`config.mk`:
```
export PLATFORM = sky130hd
export DESIGN_NAME = run_detect_sched
export DESIGN_NICKNAME = d
export VERILOG_FILES = /design/src/rtl/run_detect_pkg.sv /design/src/rtl/rr_arbiter.sv /design/src/rtl/run_detect_sched.sv
export SDC_FILE = /design/constraint.sdc
export NUM_CORES = 1
export LEC_CHECK = 0
export BUFFER_PORTS_ARGS = -buffer_cell sky130_fd_sc_hd__clkbuf_2
export CAP_MARGIN = 20
export CORE_UTILIZATION = 55
export CTS_CLUSTER_SIZE = 24
export DETAILED_ROUTE_END_ITERATION = 12
export PLACE_DENSITY_LB_ADDON = 0.15
export RECOVER_POWER = 50
export SYNTH_ARGS = -nofsm -noshare
export SYNTH_HDL_FRONTEND = slang
export SYNTH_SLANG_ARGS = --single-unit
export TNS_END_PERCENT = 100
```
`constraint.sdc`:
```
create_clock -name clk -period 5 [get_ports clk]
set_clock_uncertainty 0.2 [all_clocks]
set_input_delay 1 -clock clk [delete_from_list [all_inputs] [get_ports clk]]
set_output_delay 1 -clock clk [all_outputs]
set_load 0.01 [all_outputs]
```
`src/rtl/run_detect_pkg.sv`:
```
// Shared types and helpers for the time-shared run-length detector.
// Holds per-channel context layout and the saturating count step.
package run_detect_pkg;

    localparam int N_CH_DEF    = 4;
    localparam int RUN_LEN_DEF = 4;
    localparam int CTX_CNT_W   = 8;

    typedef struct packed {
        logic                 has_hist;
        logic                 last_bit;
        logic [CTX_CNT_W-1:0] cnt;
    } ctx_t;

    localparam ctx_t CTX_IDLE = '0;

    function automatic logic [CTX_CNT_W-1:0] sat_inc(
        input logic [CTX_CNT_W-1:0] cnt,
        input logic [CTX_CNT_W-1:0] lim
    );
        return (cnt >= lim) ? lim : cnt + 1'b1;
    endfunction

    function automatic logic [CTX_CNT_W-1:0] next_cnt(
        input ctx_t                 ctx,
        input logic                 b,
        input logic [CTX_CNT_W-1:0] lim
    );
        if (ctx.has_hist && (b == ctx.last_bit)) begin
            return sat_inc(ctx.cnt, lim);
        end
        return CTX_CNT_W'(1);
    endfunction

endpackage

```
`src/rtl/rr_arbiter.sv`:
```
// Round-robin arbiter: first requester at or after ptr, wrapping.
// Produces a one-hot grant, its index and an any-grant flag.
module rr_arbiter #(
    parameter int N_CH = 4,
    parameter int CH_W = $clog2(N_CH)
) (
    input  logic [N_CH-1:0] req,
    input  logic [CH_W-1:0] ptr,
    output logic [N_CH-1:0] gnt,
    output logic [CH_W-1:0] idx,
    output logic            any
);

    // search ptr, ptr+1, ... modulo N_CH and keep the first hit
    always_comb begin
        logic [CH_W:0]   s;
        logic [CH_W-1:0] j;
        gnt = '0;
        idx = '0;
        any = 1'b0;
        s   = '0;
        j   = '0;
        for (int k = 0; k < N_CH; k++) begin
            s = {1'b0, ptr} + (CH_W+1)'(k);
            if (s >= (CH_W+1)'(N_CH)) begin
                s = s - (CH_W+1)'(N_CH);
            end
            j = s[CH_W-1:0];
            if (!any && req[j]) begin
                any    = 1'b1;
                gnt[j] = 1'b1;
                idx    = j;
            end
        end
    end

endmodule

```
`src/rtl/run_detect_sched.sv`:
```
// Scheduler sharing one run-length detection step over N_CH channels.
// Context bank, grant pointer and registered result live here.
module run_detect_sched
    import run_detect_pkg::*;
#(
    parameter int N_CH    = N_CH_DEF,
    parameter int RUN_LEN = RUN_LEN_DEF,
    parameter int CNT_W   = $clog2(RUN_LEN + 1),
    parameter int CH_W    = $clog2(N_CH)
) (
    input  logic            clk,
    input  logic            RESET,
    input  logic [N_CH-1:0] req,
    input  logic [N_CH-1:0] bit_in,
    input  logic [N_CH-1:0] clr,
    output logic [N_CH-1:0] ack,
    output logic            det_valid,
    output logic [CH_W-1:0] det_ch,
    output logic            det_out
);

    ctx_t            ctx_q [N_CH];
    ctx_t            ctx_d [N_CH];
    logic [CH_W-1:0] ptr_q, ptr_d;
    logic            det_valid_q, det_valid_d;
    logic [CH_W-1:0] det_ch_q, det_ch_d;
    logic            det_out_q, det_out_d;

    logic [N_CH-1:0] gnt;
    logic [CH_W-1:0] gnt_idx;
    logic            gnt_any;

    rr_arbiter #(
        .N_CH (N_CH),
        .CH_W (CH_W)
    ) u_arb (
        .req (req),
        .ptr (ptr_q),
        .gnt (gnt),
        .idx (gnt_idx),
        .any (gnt_any)
    );

    // grant is suppressed while reset is held
    always_comb begin
        ack = RESET ? '0 : gnt;
    end

    // clears land first, then the granted bit runs the detection step
    always_comb begin
        ctx_t           cur;
        logic [CNT_W-1:0] new_cnt;
        logic           hit;
        ctx_d       = ctx_q;
        cur         = CTX_IDLE;
        new_cnt     = '0;
        hit         = 1'b0;
        ptr_d       = ptr_q;
        det_valid_d = 1'b0;
        det_ch_d    = det_ch_q;
        det_out_d   = det_out_q;
        for (int i = 0; i < N_CH; i++) begin
            if (clr[i]) begin
                ctx_d[i] = CTX_IDLE;
            end
        end
        if (gnt_any) begin
            cur     = ctx_d[gnt_idx];
            new_cnt = CNT_W'(next_cnt(cur, bit_in[gnt_idx],
                                      CTX_CNT_W'(RUN_LEN)));
            hit     = (new_cnt == CNT_W'(RUN_LEN));
            ctx_d[gnt_idx] = '{has_hist: 1'b1,
                               last_bit: bit_in[gnt_idx],
                               cnt:      CTX_CNT_W'(new_cnt)};
            ptr_d = (gnt_idx == CH_W'(N_CH - 1)) ? '0
                                                  : gnt_idx + 1'b1;
            det_valid_d = 1'b1;
            det_ch_d    = gnt_idx;
            det_out_d   = hit;
        end
    end

    // state registers with synchronous reset
    always_ff @(posedge clk) begin
        if (RESET) begin
            ptr_q       <= '0;
            det_valid_q <= 1'b0;
            det_ch_q    <= '0;
            det_out_q   <= 1'b0;
            for (int i = 0; i < N_CH; i++) begin
                ctx_q[i] <= CTX_IDLE;
            end
        end else begin
            ptr_q       <= ptr_d;
            det_valid_q <= det_valid_d;
            det_ch_q    <= det_ch_d;
            det_out_q   <= det_out_d;
            for (int i = 0; i < N_CH; i++) begin
                ctx_q[i] <= ctx_d[i];
            end
        end
    end

    assign det_valid = det_valid_q;
    assign det_ch    = det_ch_q;
    assign det_out   = det_out_q;

endmodule

```
=== Word level (Yosys, flattened, before mapping) ===
Index checks and enable logic that the tools add are counted.

* Bits in read-only memories: 0
* Memories kept: 0
* Word-level logic and storage cells: 114
* Memory bits (writable): 0
* Input port bits: 14
* Register bits: 46
* Latch bits: 0
* Output and inout bits: 8

* Shift operators: 0
* Order comparisons: 16
* Div/mod/pow operators: 0
* Multiplexer cells: 54
* Bitwise logic cells: 4
* $add $sub $neg: 9
* $mul: 0
* Reduce and logical (&&, ||, !) cells: 12
* Equality and inequality tests: 3

{| class="wikitable"
|+ Operators with widths
! operator !! number
|-
| $mux W10 || 7
|-
| $bwmux W40 || 1
|-
| $mux W40 || 1
|-
| $bmux W10 S2 || 1
|-
| $demux W10 S2 || 1
|-
| $mux W4 || 5
|-
| $mux W2 || 9
|-
| $mux W1 || 16
|-
| $lt A2 B3 Y1 const B || 5
|-
| $ge A3 B3 Y1 const B || 4
|-
| $mux W3 || 4
|-
| $or A4 B4 Y4 || 3
|-
| $bmux W1 S2 || 5
|-
| $logic_and A1 B1 Y1 || 9
|-
| $demux W1 S2 || 4
|-
| $ge A2 B1 Y1 const B || 4
|-
| $ge A8 B3 Y1 const B || 1
|-
| $sub A2 B1 Y2 const B || 4
|-
| $add A2 B2 Y3 const B || 2
|-
| $add A2 B1 Y3 const B || 1
|-
| $add A3 B1 Y3 const B || 1
|-
| $eq A3 B3 Y1 const B || 1
|-
| $ge A2 B3 Y1 const B || 1
|-
| $logic_not A1 Y1 || 3
|-
| 5 further kinds || 5
|}

=== Longest topological paths before layout ===
* Word-level depth: 26
* Depth in mapped cells: 17
* Gate-level depth less buffers: 13

=== Cells and area by module ===
A second synthesis with hierarchy kept.

* Cell total of the unflattened synthesis: 247
* Area, all modules: 2422.3 um2

{| class="wikitable"
|+ By module, submodules not included
! module !! sequential area each (um2) !! instances !! cells each !! area each (um2)
|-
| run_detect_sched || 920.9 || 1 || 202 || 2000.7
|-
| rr_arbiter || 0.0 || 1 || 45 || 421.7
|}

=== Worst setup path before layout ===
Ideal clock, no wire load.

* Kind: reg2reg
* From: reg ptr_q[0]
* To: reg ctx_q[11] in the netlist's numbering
* Stages on the path, launching flop included: 18
* Data arrival time: 3.592 ns
* Required time: 4.686 ns
* Library setup time: 0.114 ns
* Clock period less this slack: 3.906 ns
* Buffers on the path: 4
* Path slack: 1.094 ns
* Path through: dfxtp_1 -> buf_2 -> clkinv_1 -> ha_1 -> buf_2 -> mux4_2 -> nor2b_4 -> buf_6 -> o21ai_4 -> and2_4 -> buf_8 -> inv_6 -> mux4_2 -> inv_1 -> ha_1 -> nand2b_1 -> nor3_1 -> a21o_1

* Longest elaborated chain between the ends: 26
* Elaborated cells between the ends (all ways): 60
* Classes of those cells: add/sub (8); order compare (7); eq/ne (1); mux (35); bitwise (1); reduce/logical (8)

{| class="wikitable"
|+ RTL lines
! element !! RTL line !! text
|-
| from (decl) || run_detect_sched.sv:24 || <nowiki>logic [CH_W-1:0] ptr_q, ptr_d;</nowiki>
|-
| from (signal assigned) || run_detect_sched.sv:94 || <nowiki>ptr_q <= ptr_d;</nowiki>
|-
| branches (longest 13 deep; another with $add A2 B1 Y3) || n/a ||
|-
| $mux W2 (*) || rr_arbiter.sv:29 || <nowiki>if (!any && req[j]) begin</nowiki>
|-
| net gnt_idx[0] || run_detect_sched.sv:30 || <nowiki>logic [CH_W-1:0] gnt_idx;</nowiki>
|-
| branches (longest 10 deep; another with $ge A8 B3 Y1) || n/a ||
|-
| $bwmux W40 (*) || run_detect_sched.sv:72 || <nowiki>ctx_d[gnt_idx] = '{has_hist: 1'b1,</nowiki>
|-
| $mux W40 (*) || run_detect_sched.sv:67 || <nowiki>if (gnt_any) begin</nowiki>
|-
| to (signal, indexed assignment) || run_detect_sched.sv:99 || <nowiki>ctx_q[i] <= ctx_d[i];</nowiki>
|-
| to (decl) || run_detect_sched.sv:22 || <nowiki>ctx_t ctx_q [N_CH];</nowiki>
|}

Mark *: on every way through the listed nets, which the timed path passes. The select of a mux whose other input is x is not followed.
A chain may end at the register's enable or synchronous reset.

=== Worst setup path after layout ===
* From: reg ptr_q[0]
* To: reg det_out_q (netlist: det_out)

* Longest elaborated chain between the ends: 25
* Elaborated cells between the ends (all ways): 54
* Classes of those cells: add/sub (8); order compare (5); eq/ne (2); mux (31); bitwise (1); reduce/logical (7)

{| class="wikitable"
|+ RTL lines
! element !! RTL line !! text
|-
| branches (longest 13 deep; another with $add A2 B1 Y3) || n/a ||
|-
| $mux W2 (*) || rr_arbiter.sv:29 ||
|-
| net gnt_idx[0] || run_detect_sched.sv:30 ||
|-
| branches (longest 8 deep; another with $ge A8 B3 Y1) || n/a ||
|-
| $mux W3 (*) || run_detect_pkg.sv:32 || <nowiki>return CTX_CNT_W'(1);</nowiki>
|-
| $mux W3 (*) || run_detect_sched.sv:67 ||
|-
| $eq A3 B3 Y1 (*) || run_detect_sched.sv:71 || <nowiki>hit = (new_cnt == CNT_W'(RUN_LEN));</nowiki>
|-
| to (signal assigned) || run_detect_sched.sv:97 || <nowiki>det_out_q <= det_out_d;</nowiki>
|-
| to (decl) || run_detect_sched.sv:27 || <nowiki>logic det_out_q, det_out_d;</nowiki>
|}

Marked as above.

==> reports/results.env <==
ANTENNA_VIOLATING_NETS_POST_ROUTE=0
CTS-ROOT-TO-SINK-BUFFERS=2
ANTENNA_CELLS_INSERTED=0
CPMAXSTAGEDELAYCELL='sky130_fd_sc_hd__ha_1'
RUN_STATUS='complete, no violations'
PLACEMENT_ROWS=25
CTS.REPORTEDPATHS.CLKPINSLEW_PS=80
REMAINING_DRC_ERRORS=0
YOSYS_MOST_USED_DFF='sky130_fd_sc_hd__dfxtp_1'
REPORT.FINAL.SLEW_VIOL_COUNT=0
FF_LATCH_AREA_UM2=921
CLOCK-ROOT-BUFFER='sky130_fd_sc_hd__clkbuf_8'
COMB_POWER_SHARE_PCT=59.1
POST_SYNTH_INSTANCE_AREA_UM2=2760
SYN2LAYOUT_AREA_GROWTH_PCT=6.72
DRT-INITIAL-DRC-COUNT=178
PLACE.PORT_BUFFERS=21
INTERNAL_POWER_CONTRIBUTION_mW=0.983
GLOBALROUTEOVERFLOWTOTAL=0
SLEW_HEADROOM_PCT=36.3
DETAILROUTE.VIA_COUNT=2229
HOLDCRITPATHCLASS='flop to flop'
DIE_W_UM=72.8
MAXIMUM_FREQUENCY_FROM_STATIC_TIMING_ANALYSIS_MHz=234
DIE_HEIGHT_UM=72.8
DRIVE_ABOVE_1_SHARE_PCT=15.5
NETLIST_INSTANCES=308
CORE_UM2=4790
INITIAL_CELL_DENSITY_OF_THE_CORE_PCT=57.6
SETUP.REG_TO_REG.WORST_SLACK_PS=720
HOLD_VIOL=0
POWER_PER_STANDARD_CELL_AREA_nW_PER_UM2=597
IR_WORST_VDD_V=0.000474
POWER.SHARE.CLOCK_PCT=15.7
POST_CTS.REPAIR.SETUP_BUFFERS=0
CLKLATENCYLATEPIN_PS=300
WORSTSETUPENDPOINTTYPE='flop'
SYNTH-EDFF-COUNT=0
NUMBER_OF_GLOBAL_ROUTE_VIAS_BEFORE_REPAIR=2017
WL_UM=5860
SYNTH-SEQ-AREA-SHARE_PCT=33.4
FINALSETUPVIOLATIONS=0
ANTENNA_FOUND_INITIAL=0
SYNTHARSTFLOPSHARE_PCT=0
PWR-SHARE-SEQ_PCT=25.2
CLKSINKCOUNT=46
AVGROUTEDWIREPERCELL_UM=15.0
P_TOTAL_mW=1.76
TOTAL_LEAKAGE_POWER_nW=1.18
CTS_RESIZED=0
CTS-BUFFERS-INSERTED=5
NET-SWITCHING-POWER_mW=0.773
TRITONCTS='yes'
WORST_PATH_LARGEST_CELL_DELAY_PS=640
FILLERINSTANCES=438
FINAL.MIN_CLOCK_PERIOD_PS=4280
DIEAREA_UM2=5300
TOP_LEVEL_PORTS=22
MAXCAPVIOLCOUNT=0
MAX_SLEW.WORST_PIN.SLEW_PS=955
TOTALNEGATIVESETUPSLACK_PS=0
WORST-PATH-MAX-FANOUT=11
YS_WARN_COUNT=0
HOLDBUFCOUNTCTS=0
P_SW_SHARE_PCT=44.0
YS_SEQ_ELEMENTS=46
AVGVIACOUNTPERCELL=5.72
POST_SYNTHESIS_AREA_PER_INSTANCE_UM2=8.95
GRT_SETUP_UNREPAIRED='no'
WORST_SETUP_PATH_START_KIND='flop'
FIN_NETS=350
CTS_MAX_LEVEL=2
DETAILEDPLACEMENTHPWL_UM=4220
CRITPATHARRIVALTIME_PS=4260
TIMING.CRITICAL_PATH.REQUIRED_PS=4990
GP_CONGESTION=0.901
GRT_START_MAX_NET_PINS=36
WORST-SETUP-PATH-TYPE='flop to flop'
DRT_FIRST_PASS_ITERS=4
POST-ROUTE-PERIOD-UTIL_PCT=85.5
GRT_UTIL_ALL_LAYERS_PCT=24.3
MULTIINPUTGATEAREA_UM2=1660
MAPPEDNETLISTNETS=335
CRIT_CHAIN='clkinv_1, ha_1, mux4_2, o21bai_1, nand3_1, and2_0, inv_6, mux4_2, inv_1, ha_1, inv_1, a31o_2, a31o_2'
WIRE_LENGTH_OF_THE_FIRST_GLOBAL_ROUTING_PASS_UM=9870
SYNTH.DISTINCT_CELLS=53
## sequential cells by signal (all words and copies together), names as in the netlist
name       cells
det_ch         2
ptr_q          2
det_valid      1
ctx_q         40
det_out        1
## critical path: cells and delay by family (launching register included)
family / cells / cell delay, ps
DFF: 1 / 340
AOI/OAI and AO/OA: 3 / 710
and+or+nand+nor: 2 / 660
adders and majority gates: 2 / 920
buffers and inverters: 4 / 490
muxes: 2 / 840
## layout make-up
type / instances / share of cell area [%]
multi-input cells: 236 / 56.4
flip-flops and latches: 46 / 31.3
repair buffers: 25 / 4.30
well taps: 67 / 2.85
clock buffers: 6 / 2.81
inverters: 9 / 1.32
clock inverters: 1 / 1.02
## synthesized netlist by cell type, types with 3 or more instances
| library cell | number | area, µm² |
|---|---|---|
| sky130_fd_sc_hd__a221oi_1 | 4 | 35.0 |
| sky130_fd_sc_hd__nand2b_1 | 10 | 62.6 |
| sky130_fd_sc_hd__buf_2 | 6 | 30.0 |
| sky130_fd_sc_hd__nor2_1 | 29 | 109 |
| sky130_fd_sc_hd__nor3_1 | 27 | 135 |
| sky130_fd_sc_hd__nor3b_1 | 4 | 30.0 |
| sky130_fd_sc_hd__nor4_1 | 4 | 25.0 |
| sky130_fd_sc_hd__mux2_2 | 5 | 56.3 |
| sky130_fd_sc_hd__clkbuf_1 | 5 | 18.8 |
| sky130_fd_sc_hd__dfxtp_1 | 46 | 921 |
| sky130_fd_sc_hd__buf_6 | 4 | 45.0 |
| sky130_fd_sc_hd__ha_1 | 13 | 163 |
| sky130_fd_sc_hd__inv_1 | 7 | 26.3 |
| sky130_fd_sc_hd__o21ai_0 | 6 | 30.0 |
| sky130_fd_sc_hd__a21oi_1 | 16 | 80.1 |
| sky130_fd_sc_hd__mux2i_1 | 10 | 100 |
| sky130_fd_sc_hd__nor2b_1 | 12 | 75.1 |
| sky130_fd_sc_hd__nand2_1 | 17 | 63.8 |
| sky130_fd_sc_hd__a211oi_1 | 8 | 60.1 |
| sky130_fd_sc_hd__a311oi_2 | 4 | 60.1 |
| sky130_fd_sc_hd__and2_1 | 20 | 125 |
| sky130_fd_sc_hd__a21o_1 | 4 | 30.0 |
| sky130_fd_sc_hd__a22oi_1 | 4 | 30.0 |
| sky130_fd_sc_hd__a32o_1 | 4 | 40.0 |
| sky130_fd_sc_hd__mux4_2 | 3 | 67.6 |
## cells by family (layout without fill, tap and decap cells)
| family | Yosys count | count (layout) | synth area share (%) |
|---|---|---|---|
| AO/OA/AOI/OAI | 69 | 69 | 20.2 |
| XOR/XNOR | 2 | 2 | 0.636 |
| adder cells (fa/ha/maj) | 13 | 13 | 5.90 |
| buffers and inverters | 26 | 41 | 5.49 |
| flip-flops | 46 | 46 | 33.4 |
| multiplexers | 18 | 18 | 8.13 |
| AND/OR/NAND/NOR | 134 | 134 | 26.2 |
## worst paths after layout
check	to	from	cells past startpoint
worst min register to register	ctx_q[24]	ctx_q[24]	1
worst max register to register	det_out	ptr_q[0]	13
worst max-delay path	det_out	ptr_q[0]	13
worst min-delay path	ctx_q[24]	ctx_q[24]	1
## placed cells by master (no fill, tap or decap), types with 3 or more instances in the layout
cell type and instances:
sky130_fd_sc_hd__ha_1 13, sky130_fd_sc_hd__clkbuf_8 6, sky130_fd_sc_hd__inv_1 7, sky130_fd_sc_hd__nor3_1 27, sky130_fd_sc_hd__nor4_1 4, sky130_fd_sc_hd__nor2b_1 12
sky130_fd_sc_hd__and2_1 16, sky130_fd_sc_hd__mux2_2 5, sky130_fd_sc_hd__mux4_2 3, sky130_fd_sc_hd__a211oi_1 8, sky130_fd_sc_hd__a22oi_1 4, sky130_fd_sc_hd__a32o_1 4
sky130_fd_sc_hd__a221oi_1 4, sky130_fd_sc_hd__a21oi_1 16, sky130_fd_sc_hd__and2_0 5, sky130_fd_sc_hd__a21o_1 4, sky130_fd_sc_hd__nand2b_1 10, sky130_fd_sc_hd__mux2i_1 10
sky130_fd_sc_hd__clkbuf_2 17, sky130_fd_sc_hd__buf_4 3, sky130_fd_sc_hd__nor2_1 29, sky130_fd_sc_hd__nor3b_1 4, sky130_fd_sc_hd__dfxtp_1 46, sky130_fd_sc_hd__o21ai_0 6
sky130_fd_sc_hd__nand2_1 17, sky130_fd_sc_hd__clkbuf_1 5
## per-stage QoR
stage / utilization (%) / setup WS (ps) / hold WS [ps] / cells / area, µm²
after CTS: 62.2 / 834 / 260 / 390 / 2980
after global placement: 59.8 / 1020 / 236 / 383 / 2860
final: 61.5 / 724 / 263 / 390 / 2940
after global routing: 61.5 / 350 / 276 / 390 / 2940
after floorplan: - / 1090 / 220 / 308 / 2760
after detailed placement: 59.8 / 998 / 238 / 383 / 2860
## power groups by stage
stage | Sequential (mW) | Combinational [mW] | Clock [mW]
2_1_floorplan | 0.453 | 0.876 | 0
3_3_place_gp | 0.450 | 1.04 | 0
3_5_place_dp | 0.452 | 1.05 | 0
4_1_cts | 0.444 | 1.06 | 0.280
5_1_grt | 0.450 | 1.14 | 0.295
6_report | 0.443 | 1.04 | 0.276
## layer usage
metal | track usage, % | vias up | wire (µm)
li1 | - | 1139 | -
met1 | 35.2 | 1041 | 2990
met2 | 36.6 | 42 | 2580
met3 | 4.70 | 7 | 226
met4 | 7.19 | 0 | 68
met5 | 0 | - | 0
Power figures use the tool's default switching activity.
